<file path="config.mk">
export PLATFORM = sky130hd
export DESIGN_NAME = icon_overlay_reader_flat
export DESIGN_NICKNAME = d
export VERILOG_FILES = /design/src/rtl/icon_overlay_reader_if.sv /design/src/rtl/icon_overlay_reader.sv /design/src/flat_wrapper.sv
export SDC_FILE = /design/constraint.sdc
export NUM_CORES = 1
export LEC_CHECK = 0
export ABC_AREA = 1
export CORE_MARGIN = 2
export CORE_UTILIZATION = 40
export CTS_CLUSTER_DIAMETER = 200
export CTS_CLUSTER_SIZE = 12
export DETAILED_ROUTE_END_ITERATION = 10
export PLACE_DENSITY_LB_ADDON = 0.3
export SETUP_SLACK_MARGIN = 0.02
export SLEW_MARGIN = 20
export SYNTH_ARGS = -nofsm -noshare
export SYNTH_HDL_FRONTEND = slang
export SYNTH_SLANG_ARGS = --single-unit
</file>
<file path="constraint.sdc">
create_clock -name clk -period 9 [get_ports clk]
set_clock_uncertainty 0.2 [all_clocks]
set_input_delay 0.9 -clock clk [delete_from_list [all_inputs] [get_ports clk]]
set_output_delay 0.9 -clock clk [all_outputs]
set_load 0.03 [all_outputs]
</file>
<file path="src/rtl/icon_overlay_reader_if.sv">
// Video stream, overlay controls and icon ROM port bundle.
// Master drives video/controls/ROM data; slave is the overlay block.
interface icon_overlay_reader_if #(
   parameter int ADDR_W  = 11,
   parameter int COORD_W = 12,
   parameter int PIX_W   = 24
);
   logic               i_vs;
   logic               i_hs;
   logic               i_de;
   logic [PIX_W-1:0]   i_data;
   logic               overlay_en;
   logic [COORD_W-1:0] pos_x;
   logic [COORD_W-1:0] pos_y;
   logic [PIX_W-1:0]   fg_color;
   logic [ADDR_W-1:0]  rom_addr;
   logic [7:0]         rom_data;
   logic               o_vs;
   logic               o_hs;
   logic               o_de;
   logic [PIX_W-1:0]   o_data;

   modport master (
      output i_vs, i_hs, i_de, i_data,
      output overlay_en, pos_x, pos_y, fg_color,
      output rom_data,
      input  rom_addr,
      input  o_vs, o_hs, o_de, o_data
   );

   modport slave (
      input  i_vs, i_hs, i_de, i_data,
      input  overlay_en, pos_x, pos_y, fg_color,
      input  rom_data,
      output rom_addr,
      output o_vs, o_hs, o_de, o_data
   );
endinterface

</file>
<file path="src/rtl/icon_overlay_reader.sv">
// Keys a 1-bpp icon from a sync ROM into a video stream.
// Video is delayed 3 cycles to line up with the ROM read.
module icon_overlay_reader #(
   parameter int ICON_W  = 128,
   parameter int ICON_H  = 128,
   parameter int ADDR_W  = 11,
   parameter int COORD_W = 12,
   parameter int PIX_W   = 24
) (
   input logic                  clk,
   input logic                  rst,
   icon_overlay_reader_if.slave vid
);
   typedef logic [COORD_W-1:0] coord_t;

   coord_t            x_cnt, y_cnt;
   coord_t            px_l, py_l;
   coord_t            dx, dy, row_base;
   logic [PIX_W-1:0]  fg_l;
   logic              en_l, frame_valid;
   logic              vs_q, de_q;
   logic              vs_rise, de_fall, hit;
   logic [ADDR_W-1:0] addr_next;
   logic              hit_d1, hit_d2;
   logic [2:0]        idx_d1, idx_d2;
   logic [2:0]        sync_d1, sync_d2;
   logic [PIX_W-1:0]  data_d1, data_d2;
   logic              icon_bit;

   // Unsigned wrap makes pixels left of / above the icon a miss.
   always_comb begin
      vs_rise   = vid.i_vs & ~vs_q;
      de_fall   = de_q & ~vid.i_de;
      dx        = x_cnt - px_l;
      dy        = y_cnt - py_l;
      row_base  = dy * coord_t'(ICON_W / 8);
      addr_next = ADDR_W'(row_base + (dx >> 3));
      hit       = vid.i_de & en_l & frame_valid
                & (dx < coord_t'(ICON_W))
                & (dy < coord_t'(ICON_H));
      icon_bit  = vid.rom_data[3'd7 - idx_d2];
   end

   always_ff @(posedge clk or posedge rst) begin
      if (rst) begin
         vs_q        <= 1'b0;
         de_q        <= 1'b0;
         x_cnt       <= '0;
         y_cnt       <= '0;
         px_l        <= '0;
         py_l        <= '0;
         fg_l        <= '0;
         en_l        <= 1'b0;
         frame_valid <= 1'b0;
      end else begin
         vs_q <= vid.i_vs;
         de_q <= vid.i_de;
         if (vs_rise) begin
            x_cnt       <= '0;
            y_cnt       <= '0;
            px_l        <= vid.pos_x;
            py_l        <= vid.pos_y;
            fg_l        <= vid.fg_color;
            en_l        <= vid.overlay_en;
            frame_valid <= 1'b1;
         end else if (de_fall) begin
            x_cnt <= '0;
            y_cnt <= y_cnt + 1'b1;
         end else if (vid.i_de) begin
            x_cnt <= x_cnt + 1'b1;
         end
      end
   end

   always_ff @(posedge clk or posedge rst) begin
      if (rst) begin
         vid.rom_addr <= '0;
         hit_d1       <= 1'b0;
         hit_d2       <= 1'b0;
         idx_d1       <= '0;
         idx_d2       <= '0;
         sync_d1      <= '0;
         sync_d2      <= '0;
         data_d1      <= '0;
         data_d2      <= '0;
         vid.o_vs     <= 1'b0;
         vid.o_hs     <= 1'b0;
         vid.o_de     <= 1'b0;
         vid.o_data   <= '0;
      end else begin
         if (hit)
            vid.rom_addr <= addr_next;
         hit_d1  <= hit;
         hit_d2  <= hit_d1;
         idx_d1  <= dx[2:0];
         idx_d2  <= idx_d1;
         sync_d1 <= {vid.i_vs, vid.i_hs, vid.i_de};
         sync_d2 <= sync_d1;
         data_d1 <= vid.i_data;
         data_d2 <= data_d1;
         vid.o_vs   <= sync_d2[2];
         vid.o_hs   <= sync_d2[1];
         vid.o_de   <= sync_d2[0];
         vid.o_data <= (hit_d2 & icon_bit) ? fg_l : data_d2;
      end
   end
endmodule

</file>
<file path="src/flat_wrapper.sv">
// flat-port wrapper written by rule: the top's interface ports become plain ports
module icon_overlay_reader_flat 
#(
   parameter int ICON_W  = 128,
   parameter int ICON_H  = 128,
   parameter int ADDR_W  = 11,
   parameter int COORD_W = 12,
   parameter int PIX_W   = 24
)
  (clk, rst, vid_i_vs, vid_i_hs, vid_i_de, vid_i_data, vid_overlay_en, vid_pos_x, vid_pos_y, vid_fg_color, vid_rom_data, vid_rom_addr, vid_o_vs, vid_o_hs, vid_o_de, vid_o_data);
  icon_overlay_reader_if #(.ADDR_W(ADDR_W), .COORD_W(COORD_W), .PIX_W(PIX_W)) vid_i ();
  input logic clk;
  input logic rst;
  input wire logic [$bits(vid_i.i_vs)-1:0] vid_i_vs;
  input wire logic [$bits(vid_i.i_hs)-1:0] vid_i_hs;
  input wire logic [$bits(vid_i.i_de)-1:0] vid_i_de;
  input wire logic [$bits(vid_i.i_data)-1:0] vid_i_data;
  input wire logic [$bits(vid_i.overlay_en)-1:0] vid_overlay_en;
  input wire logic [$bits(vid_i.pos_x)-1:0] vid_pos_x;
  input wire logic [$bits(vid_i.pos_y)-1:0] vid_pos_y;
  input wire logic [$bits(vid_i.fg_color)-1:0] vid_fg_color;
  input wire logic [$bits(vid_i.rom_data)-1:0] vid_rom_data;
  output wire logic [$bits(vid_i.rom_addr)-1:0] vid_rom_addr;
  output wire logic [$bits(vid_i.o_vs)-1:0] vid_o_vs;
  output wire logic [$bits(vid_i.o_hs)-1:0] vid_o_hs;
  output wire logic [$bits(vid_i.o_de)-1:0] vid_o_de;
  output wire logic [$bits(vid_i.o_data)-1:0] vid_o_data;
  assign vid_i.i_vs = vid_i_vs;
  assign vid_i.i_hs = vid_i_hs;
  assign vid_i.i_de = vid_i_de;
  assign vid_i.i_data = vid_i_data;
  assign vid_i.overlay_en = vid_overlay_en;
  assign vid_i.pos_x = vid_pos_x;
  assign vid_i.pos_y = vid_pos_y;
  assign vid_i.fg_color = vid_fg_color;
  assign vid_i.rom_data = vid_rom_data;
  assign vid_rom_addr = vid_i.rom_addr;
  assign vid_o_vs = vid_i.o_vs;
  assign vid_o_hs = vid_i.o_hs;
  assign vid_o_de = vid_i.o_de;
  assign vid_o_data = vid_i.o_data;
  icon_overlay_reader #(.ICON_W(ICON_W), .ICON_H(ICON_H), .ADDR_W(ADDR_W), .COORD_W(COORD_W), .PIX_W(PIX_W)) u_core (.clk(clk), .rst(rst), .vid(vid_i));
endmodule
</file>
Word level (Yosys, flattened, before mapping)
Cells that the tools add are included.
{"block": "word_totals", "regBits": 176, "inputBits": 86, "out_inout_bits": 38, "word_cells": 50}
{"block": "op_classes", "add_sub_neg": 6, "n_lt_le_gt_ge": 3, "mux": 8, "n_bitwise": 9, "n_reduce_logical": 2}
{"cell": "12-bit 2-to-1 mux", "count": 5}
{"cell": "12-bit by 1-bit adder with 12-bit output (second input constant)", "count": 2}
{"cell": "12-bit by 8-bit < comparator with 1-bit output (second input constant)", "count": 2}
{"cell": "24-bit 2-to-1 mux", "count": 1}
{"cell": "12-bit subtractor", "count": 2}
{"cell": "11-bit by 9-bit adder with 11-bit output", "count": 1}
{"cell": "1-bit bitwise AND", "count": 7}
{"cell": "3-bit by 4-bit < comparator with 1-bit output (second input constant)", "count": 1}
{"cell": "1-bit binary-select mux with 3-bit select", "count": 1}
{"cell": "3-bit nonzero test", "count": 1}
{"cell": "3-bit subtractor (first input constant)", "count": 1}
{"cell": "1-bit inverter", "count": 2}
{"cell": "2-bit nonzero test", "count": 1}
{"cell": "1-bit 2-to-1 mux", "count": 1}

Longest topological paths before layout
Gate-level depths: netlist of the first run.
{"block": "depth", "word_depth": 5, "mapped_depth": 19, "mapped_depth_nobuf": 19}

Least setup slack after synthesis of the first run
No wires, ideal clock.
{"block": "synth_path", "path_kind": "register to register", "startpoint": "reg u_core.x_cnt[0]", "endpoint": "reg u_core.vid.rom_addr[10]", "setup_ns": 0.120, "arrival_time_ns": 2.536, "t_required_ns": 8.680, "slack_ns": 6.144, "path_stages_with_launch": 18, "n_path_buf": 0, "synth_period_minus_slack_ns": 2.856, "cell_sequence": "dfrtp_1 -> inv_1 -> ha_1 -> inv_1 -> fa_1 -> nand3_1 -> nand3_1 -> nand2_1 -> nand3_1 -> nand2_1 -> inv_1 -> fa_1 -> nor2_1 -> nand4_1 -> nand2_1 -> nand2_1 -> nand3_1 -> nand2_1"}
{"block": "synth_between", "elab_chain_cells": 4, "word_cells_on_any_way": 5, "cone_classes": "add/sub (2); order compare (1); bitwise (2)"}
{"item": "from (decl)", "line": "icon_overlay_reader.sv:16", "text": "coord_t x_cnt, y_cnt;"}
{"item": "from (signal assigned)", "line": "icon_overlay_reader.sv:70", "text": "x_cnt <= x_cnt + 1'b1;"}
{"item": "12-bit subtractor (*)", "line": "icon_overlay_reader.sv:34", "text": "dx = x_cnt - px_l;"}
{"item": "12-bit by 8-bit < comparator with 1-bit output", "line": "icon_overlay_reader.sv:39", "text": "& (dx < coord_t'(ICON_W))"}
{"item": "1-bit bitwise AND", "line": "icon_overlay_reader.sv:39"}
{"item": "1-bit bitwise AND", "line": "icon_overlay_reader.sv:40", "text": "& (dy < coord_t'(ICON_H));"}
{"item": "to (signal assigned)", "line": "icon_overlay_reader.sv:92", "text": "vid.rom_addr <= addr_next;"}
{"item": "to (decl)", "line": "icon_overlay_reader_if.sv:35", "text": "output rom_addr,"}
Mark *: on every way between the ends. The rest lies on a longest branch, timed or not.
A chain may end at the register's enable or synchronous reset.

Worst setup path after layout of the first run
Ends and elaborated chain as after synthesis.

==> impl_results.md, run 1 <==
- DRT Pass-1 Iters: 7
- Initial antenna violation count: 0
- Pwr Density: between 150 and 200 nW/µm²
- Cts bufs inserted: 17
- Vias: 5889
- Io pins: 124
- Fillers: 1750
- Total grt overflow: 0
- Worst EP required: about 9.1 ns
- Average size of a mapped cell: 8.99 µm²
- Setup crit end kind: flop
- # setup viols final: 0
- RSZ-0062 raised after global routing: false
- GP Congestion: 0.857
- Pin count of the biggest net entering global routing: about 110
- Post-synthesis sequential area ratio: 56.3%
- Critical path type: flop to flop
- Die height: 143 µm
- Syn. warnings: 0
- Post-synth top flop: dfrtp_1
- Global-route wire length before repair: about 27 mm
- Mapped Cells: 861
- WP data arrival: 3.25 ns
- RR Endpoint: u_core.vid.rom_addr[10]$_DFFE_PP0P_
- Final hold vios: 0
- Worst rel slew slack: between 30% and 40%
- Sinks on Clock Net: 174
- Core footprint: 18800 µm²
- Max FO, Critical Path: 5
- Reg2Reg Setup Slack: about 6 ns
- Post-CTS sizing: 0
- Slowest CP cell: fa_1
- Share of cells above drive strength 1: 5.60%
- Synth unique cells: 44
- Reg2Reg Depth: 17
- Crit-path most repeated cell: nand2_1
- I/O Buffers: 123
- Clock latency on the worst-skew pair: 0.43 ns
- Hold Crit Depth: 0
- Critical Path Source: u_core.x_cnt[0]$_DFFE_PP0P_
- Synth Register Bits: 174
- Hold-fix buffers, CTS: 0
- Fin Setup TNS: 0 ns
- Slowest stage delay, CP: 0.46 ns
- DR WL/cell: 12.7 µm
- Tmin final: between 3 and 4 ns
- Worst-path clk slew: 0.07 ns
- ANT cells: 0
- Post-synth EDFFs: 0
- Post-Route WL: 16.0 mm
- Max frequency: 319 MHz
- CTS Root Cell: clkbuf_16
- Number of setup buffers added after CTS: 0
- Worst-case vdd ir drop: 0.000141 V
- Leakage: roughly 4.8 nW
- Tot GR Track Use: 16.6%
- Final core occ: 52.3%
- Cell area after synthesis: 7740 µm²
- Vias in the first global route: 5496
- Startpoint Class: flop
- Hpwl dp: 11.5 mm
- Worst R2R Start: u_core.x_cnt[0]$_DFFE_PP0P_
- Hold Crit Start: u_core.data_d1[13]$_DFF_PP0_
- Largest cells by area after synthesis: dfrtp_1, nand2_1, inv_1
- Site Rows: 50
- Area grow syn2layout: 27.2%
- Final worst path period share: 34.9%
- Initial Util: 41.1%
- Initial DRC Count: 409
- Largest area contributor in the netlist: dfrtp_1
- Area share of the largest cell type after synthesis: 56.3%
- Worst hold endpoint: u_core.data_d2[13]$_DFF_PP0_
- CP cell instances: inv_1 -> ha_1 -> inv_1 -> fa_1 -> nand3_1 -> nand3_1 -> nand2_1 -> nand3_1 -> nand2_1 -> inv_1 -> fa_1 -> nor2_1 -> nand4_1 -> nand2_1 -> nand2_1 -> nand3_1 -> nand2_1
- Chip Width: 143 µm
- Clock Tree Buf Depth: 2
- Synth Net Count: 979
- Post-route ant nets: 0
- Worst-Margin Slew: between 0.9 and 1 ns
- Worst Hold Class: flop to flop
- Die Footprint: between 20000 and 25000 µm²
- Max-Cap Viols: 0
- CTS tree: built
- Htree depth: 4
- DR vias/cell: 4.67
- Status: finished clean
- Fin nets: 1105
- Final max-slew violation count: 0
- DRC violations left: 0
- Fraction of registers with async set/reset: 100%
[layout make-up]
type | instances | area (µm²) | area share [%]
sequential | 174 | 4350 | 44.2
multi-input combinational | 538 | 2820 | 28.6
timing repair buffer | 126 | 1250 | 12.7
inverter | 130 | 493 | 5.01
clock buffer | 17 | 425 | 4.32
tap | 260 | 325 | 3.30
clock inverter | 15 | 174 | 1.77
[worst max-delay path by stage]
| stage | cells after the start | slack, ns | to |
|---|---|---|---|
| after detailed placement | 7 | 5.44 | u_core.y_cnt[1]$_DFFE_PP0P_ |
| final | 17 | 5.86 | u_core.vid.rom_addr[10]$_DFFE_PP0P_ |
| after global routing | 17 | 5.56 | u_core.vid.rom_addr[10]$_DFFE_PP0P_ |
| after global placement | 7 | 5.52 | u_core.y_cnt[1]$_DFFE_PP0P_ |
| after CTS | 17 | 5.83 | u_core.vid.rom_addr[10]$_DFFE_PP0P_ |
| after floorplan | 1 | 3.18 | u_core.data_d1[0]$_DFF_PP0_ |
[registers in the layout, indices dropped and copies added, names as in the netlist, 3 cells and up]
signal,count
u_core.sync_d1,3
u_core.data_d2,24
u_core.data_d1,24
u_core.sync_d2,3
u_core.y_cnt,12
u_core.vid.o_data,24
u_core.x_cnt,12
u_core.idx_d2,3
u_core.px_l,12
u_core.fg_l,24
u_core.vid.rom_addr,11
u_core.py_l,12
u_core.idx_d1,3
[cells by family (layout without fill, tap and decap cells)]
kind of cell             Yosys count  after routing  share of synthesized area, %
XOR/XNOR                          15             15                          1.79
multiplexers                       1              1                         0.129
buffers and inverters            149            288                          7.40
adder cells (fa/ha/maj)           32             32                          5.46
flip-flops                       174            174                          56.3
AO/OA/AOI/OAI                    129            129                          8.99
AND/OR/NAND/NOR                  361            361                          20.0
[metal layers]
metal,wire length (µm),global-route usage (%)
met1,7430,22.3
met2,7560,26.6
met3,790,3.72
met4,254,5.58
met5,0,0
[cell usage in the layout, fill, tap and decap left out, drive strengths merged, types with 2 or more instances in the layout]
cell type      count
o22ai              3
a21oi             21
a211oi             2
nand3             46
o21ai             91
nor2              59
nand4             13
inv              134
fa                 3
clkinv            10
ha                29
nor3               8
nand3b             2
nor4               3
o21bai             2
buf                3
xnor2              7
dfrtp            174
clkdlybuf4s50    123
clkbuf            17
a221oi             3
nand2            229
xor2               8
[through the flow]
step                      cells  total power, W  hold slack [ns]  setup WS [ns]  instance area, µm²
after floorplan             861         0.00111            0.131           3.18                7740
after global placement     1228         0.00122            0.131           5.52                9250
after detailed placement   1228         0.00123            0.135           5.44                9250
after CTS                  1260         0.00196            0.151           5.83                9840
after global routing       1260         0.00205            0.153           5.56                9840
final                      1260         0.00194            0.149           5.86                9840
[critical path, delay by kind of cell, from the launching register on]
family	cells	cell delay, ns
fa+ha+maj	3	1.04
buf+inv	3	0.25
flops	1	0.43
simple gates	11	1.12
[power breakdown]
part / internal, W / leakage, nW / switching (W)
clock: 0.000373 / 0.289 / 0.000349
sequential: 0.000840 / 2.14 / 0.0000248
combinational: 0.000141 / 2.33 / 0.000207
total: 0.00135 / 4.76 / 0.000581
[cells in the mapped netlist, drive strengths merged (2+ instances only)]
| cell | n |
|---|---|
| a211oi | 2 |
| a21oi | 21 |
| a221oi | 3 |
| buf | 8 |
| clkbuf | 11 |
| dfrtp | 174 |
| fa | 3 |
| ha | 29 |
| inv | 129 |
| nand2 | 229 |
| nand3 | 46 |
| nand3b | 2 |
| nand4 | 13 |
| nor2 | 59 |
| nor3 | 8 |
| nor4 | 3 |
| o21ai | 91 |
| o21bai | 2 |
| o22ai | 3 |
| xnor2 | 7 |
| xor2 | 8 |
No activity file was read; power rests on OpenSTA's default activity.
==> run 2, diff against run 1 <==
==> constraint.sdc (replaced) <==
create_clock -name clk -period 2.6 [get_ports clk]
set_clock_uncertainty 0.2 [all_clocks]
set_input_delay 0.26 -clock clk [delete_from_list [all_inputs] [get_ports clk]]
set_output_delay 0.26 -clock clk [all_outputs]
set_load 0.03 [all_outputs]
==> impl_results.md, run 2 (same netlist as run 1, synthesis figures left out) <==
- Chip Width: 143 µm (unchanged)
- Worst Hold Class: primary input to flop
- Final worst path period share: 103% (+68 points)
- Post-route ant nets: 0 (unchanged)
- Fin nets: 1185 (+7.2%)
- Share of cells above drive strength 1: 18.3% (+13 points)
- Final max-slew violation count: 0 (unchanged)
- Max frequency: 375 MHz (+18%)
- Io pins: 124 (unchanged)
- CTS tree: built
- Total grt overflow: 0 (unchanged)
- CTS Root Cell: clkbuf_16
- Clock latency on the worst-skew pair: 0.42 ns (about the same)
- Worst setup endpoint: u_core.vid.rom_addr[10]$_DFFE_PP0P_
- Commonest cells after routing, fill and taps aside: nand2_1, dfrtp_1, clkdlybuf4s50_1
- Worst-Margin Slew: 0.646 ns (-0.307 ns)
- Failing checks: negative setup slack
- Vias: 6262 (+6.3%)
- Final core occ: 57.3% (+5.0 points)
- Global-route wire length before repair: 30.4 mm (+14%)
- Fin Setup TNS: -0.0963 ns (-0.0963 ns)
- Area grow syn2layout: 39.5%
- Pin count of the biggest net entering global routing: 57 (-49%)
- Worst rel slew slack: 56.9% (+20 points)
- RR Endpoint: u_core.vid.rom_addr[10]$_DFFE_PP0P_
- ANT cells: 0 (unchanged)
- Pwr Density: 668 nW/µm² (+240%)
- Post-Route WL: 18.1 mm (+13%)
- Cts bufs inserted: 17 (unchanged)
- Dpl cell area: 9900 µm² (+7.1%)
- # setup viols final: 2 (+2)
- Final instance area: 10800 µm² (+9.6%)
- DRT Pass-1 Iters: 5 (-2)
- Reg2Reg Setup Slack: -0.07 ns (-5.93 ns)
- WP data arrival: 2.78 ns (-0.47 ns)
- Fillers: 1653 (-5.5%)
- FF/Latch Area: 4350 µm² (unchanged)
- Core footprint: 18800 µm² (unchanged)
- I/O Buffers: 123 (unchanged)
- Most common cell after layout, fill and taps aside: nand2_1
- GP Congestion: 0.859 (+0.25%)
- Initial DRC Count: 330 (-19%)
- Max-Cap Viols: 0 (unchanged)
- Worst R2R Start: u_core.x_cnt[5]$_DFFE_PP0P_
- DRC violations left: 0 (unchanged)
- Sinks on Clock Net: 174 (unchanged)
- Reg2Reg Depth: 18 (+1)
- Vias in the first global route: 6290 (+14%)
- DR WL/cell: 13.5 µm (+6.0%)
- Htree depth: 4 (unchanged)
- RSZ-0062 raised after global routing: true
- Status: finished with violations
- Final hold vios: 0 (unchanged)
- Tmin final: 2.67 ns (-0.472 ns)
- DR vias/cell: 4.67 (about the same)
- Worst-path clk slew: 0.08 ns (about the same)
- Hpwl dp: 13.0 mm (+13%)
- Clock Tree Buf Depth: 2 (unchanged)
- Die Footprint: 20500 µm² (unchanged)
- Area occupied by multi-input gates: 3100 µm² (+9.9%)
- Critical Path Source: u_core.x_cnt[5]$_DFFE_PP0P_
- Startpoint Class: flop
- Final setup margin: -0.0667 ns (-5.93 ns)
- Initial Util: 41.1% (unchanged)
- Site Rows: 50 (unchanged)
- Leakage: 5.20 nW (+9.3%)
- Critical path type: flop to flop
- Max FO, Critical Path: 4 (-1)
- Tot GR Track Use: 19.0% (+2.4 points)
- Pwr Total: 0.00721 W (+270%)
- Die height: 143 µm (unchanged)
- Hold-fix buffers, CTS: 0 (unchanged)
- Worst EP required: 2.72 ns (-6.39 ns)
- Setup crit end kind: flop
- Worst-case vdd ir drop: 0.000482 V (+240%)
- Initial antenna violation count: 0 (unchanged)
## run 2: worst min path at each step
stage,start,to,cells past startpoint
floorplan,vid_i_data[0],u_core.data_d1[0]$_DFF_PP0_,0
global placement,u_core.data_d1[0]$_DFF_PP0_,u_core.data_d2[0]$_DFF_PP0_,0
detailed placement,u_core.data_d1[18]$_DFF_PP0_,u_core.data_d2[18]$_DFF_PP0_,0
CTS,vid_i_data[20],u_core.data_d1[20]$_DFF_PP0_,1
global route,vid_i_data[19],u_core.data_d1[19]$_DFF_PP0_,1
finish,vid_i_data[20],u_core.data_d1[20]$_DFF_PP0_,1
## run 2: final cells by class
cell class / count / area share [%]
multi-input combinational: 539 / 28.7
timing repair buffer: 205 / 17.8
clock buffer: 17 / 3.94
inverter: 130 / 4.56
tap: 260 / 3.01
clock inverter: 15 / 1.61
sequential: 174 / 40.3
## run 2: per-layer routing
metal | global-route usage, % | share of wire (%) | routed length, µm
met2 | 30.4 | 47 | 8560
met4 | 5.68 | 1.8 | 325
met3 | 4.39 | 3.9 | 704
met1 | 25.8 | 47 | 8490
met5 | 0 | 0 | 0
## run 2: worst max-delay path: stages, from the launching register on
cell and delay (ns):
dfrtp_1 0.43, ha_4 0.25, nand2_2 0.09, inv_2 0.05, nand2_1 0.06, nand2_1 0.07
inv_1 0.07, nand2_2 0.07, xor2_2 0.15, inv_1 0.07, ha_2 0.19, inv_2 0.04
fa_2 0.34, nor2_2 0.11, nand4_1 0.13, nand2_1 0.09, nand2_1 0.05, nand3_1 0.07
nand2_1 0.05
## run 2: repair_timing
action / 4_1_cts / 5_1_grt
endpoints found under the setup margin: 8 / 12
setup buffers: 8 / 3
pin swaps: 20 / 9
resized for setup: 33 / 20
cloned: 0 / 1
## run 2: where the power goes
part / switching [W] / internal (W) / total, W
Sequential: 0.0000760 / 0.00291 / 0.00298
Clock: 0.00124 / 0.00130 / 0.00253
Combinational: 0.000884 / 0.000810 / 0.00169
## run 2: metrics by stage
step | instances | worst slack (ns) | hold slack [ns]
2_1_floorplan | 861 | -0.0847 | 0.0914
3_3_place_gp | 1296 | -0.0470 | 0.131
3_5_place_dp | 1296 | -0.135 | 0.135
4_1_cts | 1336 | -0.0822 | 0.0517
5_1_grt | 1340 | -0.207 | 0.0414
6_report | 1340 | -0.0667 | 0.0637
